===== src/rtl/sram_1w1r_mbist.sv =====
// March C- self-test controller for one 1W1R OpenRAM macro.
// Passes functional traffic through when idle and owns both macro ports while a test runs.
module sram_1w1r_mbist #(
  parameter int unsigned ADDR_WIDTH   = 7,
  parameter int unsigned DATA_WIDTH   = 40,
  parameter int unsigned MASK_WIDTH   = 4,
  parameter int unsigned DEPTH        = 128,
  parameter int unsigned READ_LATENCY = 1
) (
  input  logic                  clock,
  input  logic                  reset_n,
  input  logic                  start,
  output logic                  busy,
  output logic                  done,
  output logic                  fail,
  output logic [ADDR_WIDTH-1:0] fail_addr,
  output logic [2:0]            fail_elem,
  output logic [7:0]            err_count,
  input  logic [ADDR_WIDTH-1:0] f_waddr,
  input  logic [DATA_WIDTH-1:0] f_wdata,
  input  logic                  f_wen,
  input  logic [MASK_WIDTH-1:0] f_wmask,
  input  logic [ADDR_WIDTH-1:0] f_raddr,
  input  logic                  f_ren,
  output logic [DATA_WIDTH-1:0] f_rdata,
  output logic [ADDR_WIDTH-1:0] addr0,
  output logic [DATA_WIDTH-1:0] din0,
  output logic [MASK_WIDTH-1:0] wmask0,
  output logic                  csb0,
  output logic [ADDR_WIDTH-1:0] addr1,
  output logic                  csb1,
  input  logic [DATA_WIDTH-1:0] dout1
);

  localparam logic [ADDR_WIDTH-1:0] LastAddr = ADDR_WIDTH'(DEPTH - 1);
  localparam int unsigned CntW = (READ_LATENCY > 1) ? $clog2(READ_LATENCY) : 1;
  localparam logic [CntW-1:0] DrainLast = CntW'(READ_LATENCY - 1);
  // Pipe entry layout: {valid, addr, elem, expected bit}
  localparam int unsigned PipeW = ADDR_WIDTH + 5;

  typedef enum logic [1:0] {StIdle, StRun, StDrain} state_e;

  state_e                r_state, w_state_d;
  logic [2:0]            r_elem, w_elem_d;
  logic [ADDR_WIDTH-1:0] r_addr, w_addr_d;
  logic                  r_phase, w_phase_d;
  logic [CntW-1:0]       r_drain, w_drain_d;
  logic                  r_busy, w_busy_d;
  logic                  r_done, w_done_d;
  logic                  w_clear;

  logic w_single, w_desc, w_last, w_rd, w_rd_exp, w_wr_bit;

  // Elements 0 and 5 take one cycle per address; 1..4 are a read then a write.
  assign w_single = (r_elem == 3'd0) || (r_elem == 3'd5);
  assign w_desc   = (r_elem >= 3'd3);
  assign w_last   = w_desc ? (r_addr == '0) : (r_addr == LastAddr);
  assign w_rd     = (r_state == StRun) && ((r_elem == 3'd5) || (!w_single && !r_phase));
  assign w_rd_exp = (r_elem == 3'd2) || (r_elem == 3'd4);
  assign w_wr_bit = (r_elem == 3'd1) || (r_elem == 3'd3);

  always_ff @(posedge clock or negedge reset_n) begin
    if (!reset_n) begin
      r_state <= StIdle;
      r_elem  <= '0;
      r_addr  <= '0;
      r_phase <= 1'b0;
      r_drain <= '0;
      r_busy  <= 1'b0;
      r_done  <= 1'b0;
    end else begin
      r_state <= w_state_d;
      r_elem  <= w_elem_d;
      r_addr  <= w_addr_d;
      r_phase <= w_phase_d;
      r_drain <= w_drain_d;
      r_busy  <= w_busy_d;
      r_done  <= w_done_d;
    end
  end

  always_comb begin
    w_state_d = r_state;
    w_elem_d  = r_elem;
    w_addr_d  = r_addr;
    w_phase_d = r_phase;
    w_drain_d = r_drain;
    w_busy_d  = r_busy;
    w_done_d  = r_done;
    w_clear   = 1'b0;
    unique case (r_state)
      StIdle: begin
        if (start) begin
          w_state_d = StRun;
          w_elem_d  = '0;
          w_addr_d  = '0;
          w_phase_d = 1'b0;
          w_busy_d  = 1'b1;
          w_done_d  = 1'b0;
          w_clear   = 1'b1;
        end
      end
      StRun: begin
        if (!w_single) w_phase_d = ~r_phase;
        if (w_single || r_phase) begin
          if (w_last) begin
            if (r_elem == 3'd5) begin
              w_state_d = StDrain;
              w_drain_d = '0;
            end else begin
              w_elem_d = r_elem + 3'd1;
              w_addr_d = (r_elem >= 3'd2) ? LastAddr : '0;
            end
          end else if (w_desc) begin
            w_addr_d = r_addr - ADDR_WIDTH'(1);
          end else begin
            w_addr_d = r_addr + ADDR_WIDTH'(1);
          end
        end
      end
      StDrain: begin
        if (r_drain == DrainLast) begin
          w_state_d = StIdle;
          w_busy_d  = 1'b0;
          w_done_d  = 1'b1;
        end else begin
          w_drain_d = r_drain + CntW'(1);
        end
      end
      default: w_state_d = StIdle;
    endcase
  end

  // Macro pins: both chip selects held inactive throughout reset.
  always_comb begin
    csb0   = 1'b1;
    csb1   = 1'b1;
    addr0  = r_addr;
    addr1  = r_addr;
    din0   = {DATA_WIDTH{w_wr_bit}};
    wmask0 = '1;
    if (reset_n) begin
      if (r_state == StIdle) begin
        csb0   = ~f_wen;
        csb1   = ~f_ren;
        addr0  = f_waddr;
        addr1  = f_raddr;
        din0   = f_wdata;
        wmask0 = f_wmask;
      end else if (r_state == StRun) begin
        csb0 = w_rd;
        csb1 = ~w_rd;
      end
    end
  end

  logic [PipeW-1:0]      r_pipe [READ_LATENCY];
  logic [PipeW-1:0]      w_pout;
  logic                  w_o_valid, w_o_exp, w_mismatch;
  logic [ADDR_WIDTH-1:0] w_o_addr;
  logic [2:0]            w_o_elem;

  always_ff @(posedge clock or negedge reset_n) begin
    if (!reset_n) begin
      for (int i = 0; i < int'(READ_LATENCY); i++) r_pipe[i] <= '0;
    end else begin
      r_pipe[0] <= {w_rd, r_addr, r_elem, w_rd_exp};
      for (int i = 1; i < int'(READ_LATENCY); i++) r_pipe[i] <= r_pipe[i-1];
    end
  end

  assign w_pout     = r_pipe[READ_LATENCY-1];
  assign w_o_valid  = w_pout[PipeW-1];
  assign w_o_addr   = w_pout[PipeW-2 -: ADDR_WIDTH];
  assign w_o_elem   = w_pout[3:1];
  assign w_o_exp    = w_pout[0];
  assign w_mismatch = w_o_valid && (dout1 != {DATA_WIDTH{w_o_exp}});

  logic                  r_fail;
  logic [ADDR_WIDTH-1:0] r_fail_addr;
  logic [2:0]            r_fail_elem;
  logic [7:0]            r_err_count;

  always_ff @(posedge clock or negedge reset_n) begin
    if (!reset_n) begin
      r_fail      <= 1'b0;
      r_fail_addr <= '0;
      r_fail_elem <= '0;
      r_err_count <= '0;
    end else if (w_clear) begin
      r_fail      <= 1'b0;
      r_fail_addr <= '0;
      r_fail_elem <= '0;
      r_err_count <= '0;
    end else if (w_mismatch) begin
      r_fail <= 1'b1;
      if (r_err_count != 8'hFF) r_err_count <= r_err_count + 8'd1;
      if (!r_fail) begin
        r_fail_addr <= w_o_addr;
        r_fail_elem <= w_o_elem;
      end
    end
  end

  assign busy      = r_busy;
  assign done      = r_done;
  assign fail      = r_fail;
  assign fail_addr = r_fail_addr;
  assign fail_elem = r_fail_elem;
  assign err_count = r_err_count;
  assign f_rdata   = dout1;

endmodule


===== config.mk =====
export PLATFORM = sky130hd
export DESIGN_NAME = sram_1w1r_mbist
export DESIGN_NICKNAME = d
export VERILOG_FILES = /design/src/rtl/sram_1w1r_mbist.sv
export SDC_FILE = /design/constraint.sdc
export NUM_CORES = 1
export LEC_CHECK = 0
export ABC_AREA = 1
export CAP_MARGIN = 25
export CELL_PAD_IN_SITES_DETAIL_PLACEMENT = 0
export CELL_PAD_IN_SITES_GLOBAL_PLACEMENT = 1
export CORE_MARGIN = 2
export CORE_UTILIZATION = 38
export DETAILED_ROUTE_END_ITERATION = 12
export DONT_BUFFER_PORTS = 1
export GPL_TIMING_DRIVEN = 0
export HOLD_SLACK_MARGIN = 0.05
export PLACE_DENSITY_LB_ADDON = 0.1
export SLEW_MARGIN = 20
export SYNTH_ARGS = -nofsm -noshare
export SYNTH_HDL_FRONTEND = slang
export SYNTH_SLANG_ARGS = --single-unit

===== constraint.sdc =====
create_clock -name clock -period 2 [get_ports clock]
set_clock_uncertainty 0.05 [all_clocks]
set_input_delay 0.6 -clock clock [delete_from_list [all_inputs] [get_ports clock]]
set_output_delay 0.6 -clock clock [all_outputs]
set_load 0.05 [all_outputs]

==> qor.yml <==
path_cells: "inv_2 > ha_4 > nand2_4 > nand3_4 > nor3_4 > inv_2 > nand2_4 > a22oi_2"
power_density_nw_per_um2: 284
r2r-end: "r_addr[6]"
core_area_um2: 9280
synth.avg_cell_area_um2: 6.94
drt-met1-wl_um: 5200
crit_path_top_delay_cell: "a22oi_2"
wl_met2_um: 7570
r2r_start: "r_elem[0]"
synthMuxAreaShare: 0
crit_required_ps: 1350
violations: "setup timing"
place_congestion: 0.777
synth_async_sr_flop_share: 1.00
grt_pass1_wl_um: 18800
grt_max_degree: 47
vias_per_cell: 5.22
status: "complete, but fails checks"
leakage_uw: 0.00290
synth.most_common_cell: "nand2_1"
final_max_slew_viol_count: 0
cts_tree: "built"
synth_fp_nets: 641
fp.dieArea_um2: 10400
synth-seq-cells: 46
fin_crit_sh: 1.28
start_kind: "flop"
slew_headroom: 0.613
ys_types: 37
die_w_um: 102
wl_per_cell_um: 19.6
synth_top_area_frac: 0.316
setup_violations: 72
cts_buffer_depth: 2
highest_layer: "met4"
numCtsBuffers: 5
reg2reg_depth: 13
synth_edf_count: 0
drive_gt1_frac: 0.483
seq_area_frac_synth: 0.316
dpl.hpwl_um: 8700
fmax_ghz: 0.392
synth_area_leader_cell: "dfrtp_1"
synthFlopType: "dfrtp_1"
worst_pin_slew_ps: 581
antenna_found_initial: 0
synth_fa_ha_area_frac: 0.0467
synth_compound_area_frac: 0.0467
max_cap_violations: 0
synthXorXnorAreaFrac: 0.0216
drc: 0
cp_slowest_stage_delay_ps: 520
start_util: 0.392
syn2layout_area_growth_pct: 70.7
synth_area_leaders: "dfrtp_1 32%, nand2_1 23%, buf_4 8.5%"
diodes: 0
fin_tns_setup_ps: -30180
ioPinCount: 224
min_period_ps: 2550
place_ws_ps: -446
cts.sinks: 46
antenna_left: 0
drt_wl_total_um: 14000
worst_skew_pair.late_latency_ps: 300
syn_inst: 525
synth_area_um2: 3640
rows: 35
yosys_warnings: 0
synth-simple-area-share: 0.424
reg2reg_slack_ps: -480
vias: 3734
path_class: "flop to primary output"
cp_max_fo: 6
hold_class: "input port to asynchronous set/reset pin"
fin_ws_ps: -552
clkSlewWorstSetupHoldPaths_ps: 90
drtPass1Iterations: 4
critPathBufInv: 2
worstSetupEndpointType: "primary output"
ir_drop_v: 0.000379
synth_top_family_by_area: "simple AND/OR/NAND/NOR gates"
port_buffers: 0
wl_met3_um: 740
crit_family: "compound AO/OA/AOI/OAI gates"
arrival_ps: 1900
h-tree-depth: 2
synth_commonest_cells: "220 x nand2_1, 46 x dfrtp_1, 41 x buf_4"
drt_iter0_markers: 125
grt_setup_unrepaired: "true"
fin_cells: 715
nets: 701
grt_use_total: 0.235
hold_violations: 0
grt-ovfl-total: 0
cts-root-buf: "clkbuf_8"
dp.cells: 654
first_global_vias: 3482
die-height_um: 102
[power by group]
| group | internal (uW) | leakage, uW | switching, uW |
|---|---|---|---|
| sequential | 929 | 0.000579 | 0.000000000329 |
| combinational | 75.3 | 0.00227 | 199 |
| clock | 243 | 0.0000450 | 317 |
[logic make-up after synthesis]
| family | after synthesis |
|---|---|
| adders and majority gates | 13 |
| DFF | 46 |
| xor gates and xnor gates | 9 |
| AOI/OAI and AO/OA | 25 |
| and+or+nand+nor | 342 |
| buffers and inverters | 90 |
[per-layer routing]
layer  global-route usage  vias up
met5                    0        -
met1                0.295     1791
met3               0.0424       35
li1                     -     1760
met2                0.419      148
met4               0.0595        0
[layout make-up]
cell class                      instances  area (um2)
Buffer                                 57         552
Clock buffer                            6        72.6
Clock inverter                          2        10.0
Fill cell                             696        3070
Inverter                               32         138
Multi-Input combinational cell        390        3470
Sequential cell                        46        1160
Tap cell                              129         161
Timing Repair Buffer                   53         652
[worst max path at each step]
stage	depth (start not counted)	start	endpoint
final	8	r_elem[0]	csb1
after global routing	8	r_elem[0]	csb1
after CTS	8	r_elem[1]	csb1
after detailed placement	7	r_state[1]	din0[8]
after global placement	7	r_state[1]	din0[3]
after floorplan	8	r_elem[1]	csb1
[state kept, by name, summed over array words and instances (netlist names)]
name       flops
r_phase        1
done           1
fail_addr      7
fail           1
fail_elem      3
r_addr         7
busy           1
r_state        2
r_elem         3
r_pipe        12
err_count      8
[repair_timing]
item | in CTS | in global routing
endpoints found under the setup margin | 79 | 79
gates resized for setup | 191 | 51
pin swaps | 77 | 63
gates cloned | 9 | 1
buffers inserted | 32 | 14
hold endpoints to repair | 46 | 0
hold buffers | 1 | 0
[per-stage QoR]
step | total power [uW] | cell area, um2 | hold slack (ps) | util
final | 1760 | 6220 | 94.0 | 0.670
after global routing | 1830 | 6220 | 100 | 0.670
after CTS | 1780 | 5890 | 94.1 | 0.635
after detailed placement | 1200 | 4370 | 256 | 0.471
after global placement | 1200 | 4370 | 256 | 0.471
after floorplan | 1190 | 4210 | 254 | -
[cell usage in the layout, fill, tap and decap left out, types with 6 or more instances in the layout]
cell / netlist / layout
nand3b_1: 6 / 6
ha_4: 0 / 9
nor3_1: 9 / 8
inv_1: 30 / 22
buf_4: 41 / 68
nand2_8: 1 / 68
nand3_1: 28 / 23
nand2_4: 4 / 22
buf_6: 2 / 18
nor2_1: 35 / 32
nand2_2: 6 / 22
xor2_1: 6 / 6
nand4_1: 18 / 18
clkbuf_16: 0 / 10
dfrtp_2: 0 / 7
dfrtp_1: 46 / 38
nand2_1: 220 / 119
(Power assumes the default switching activity.)
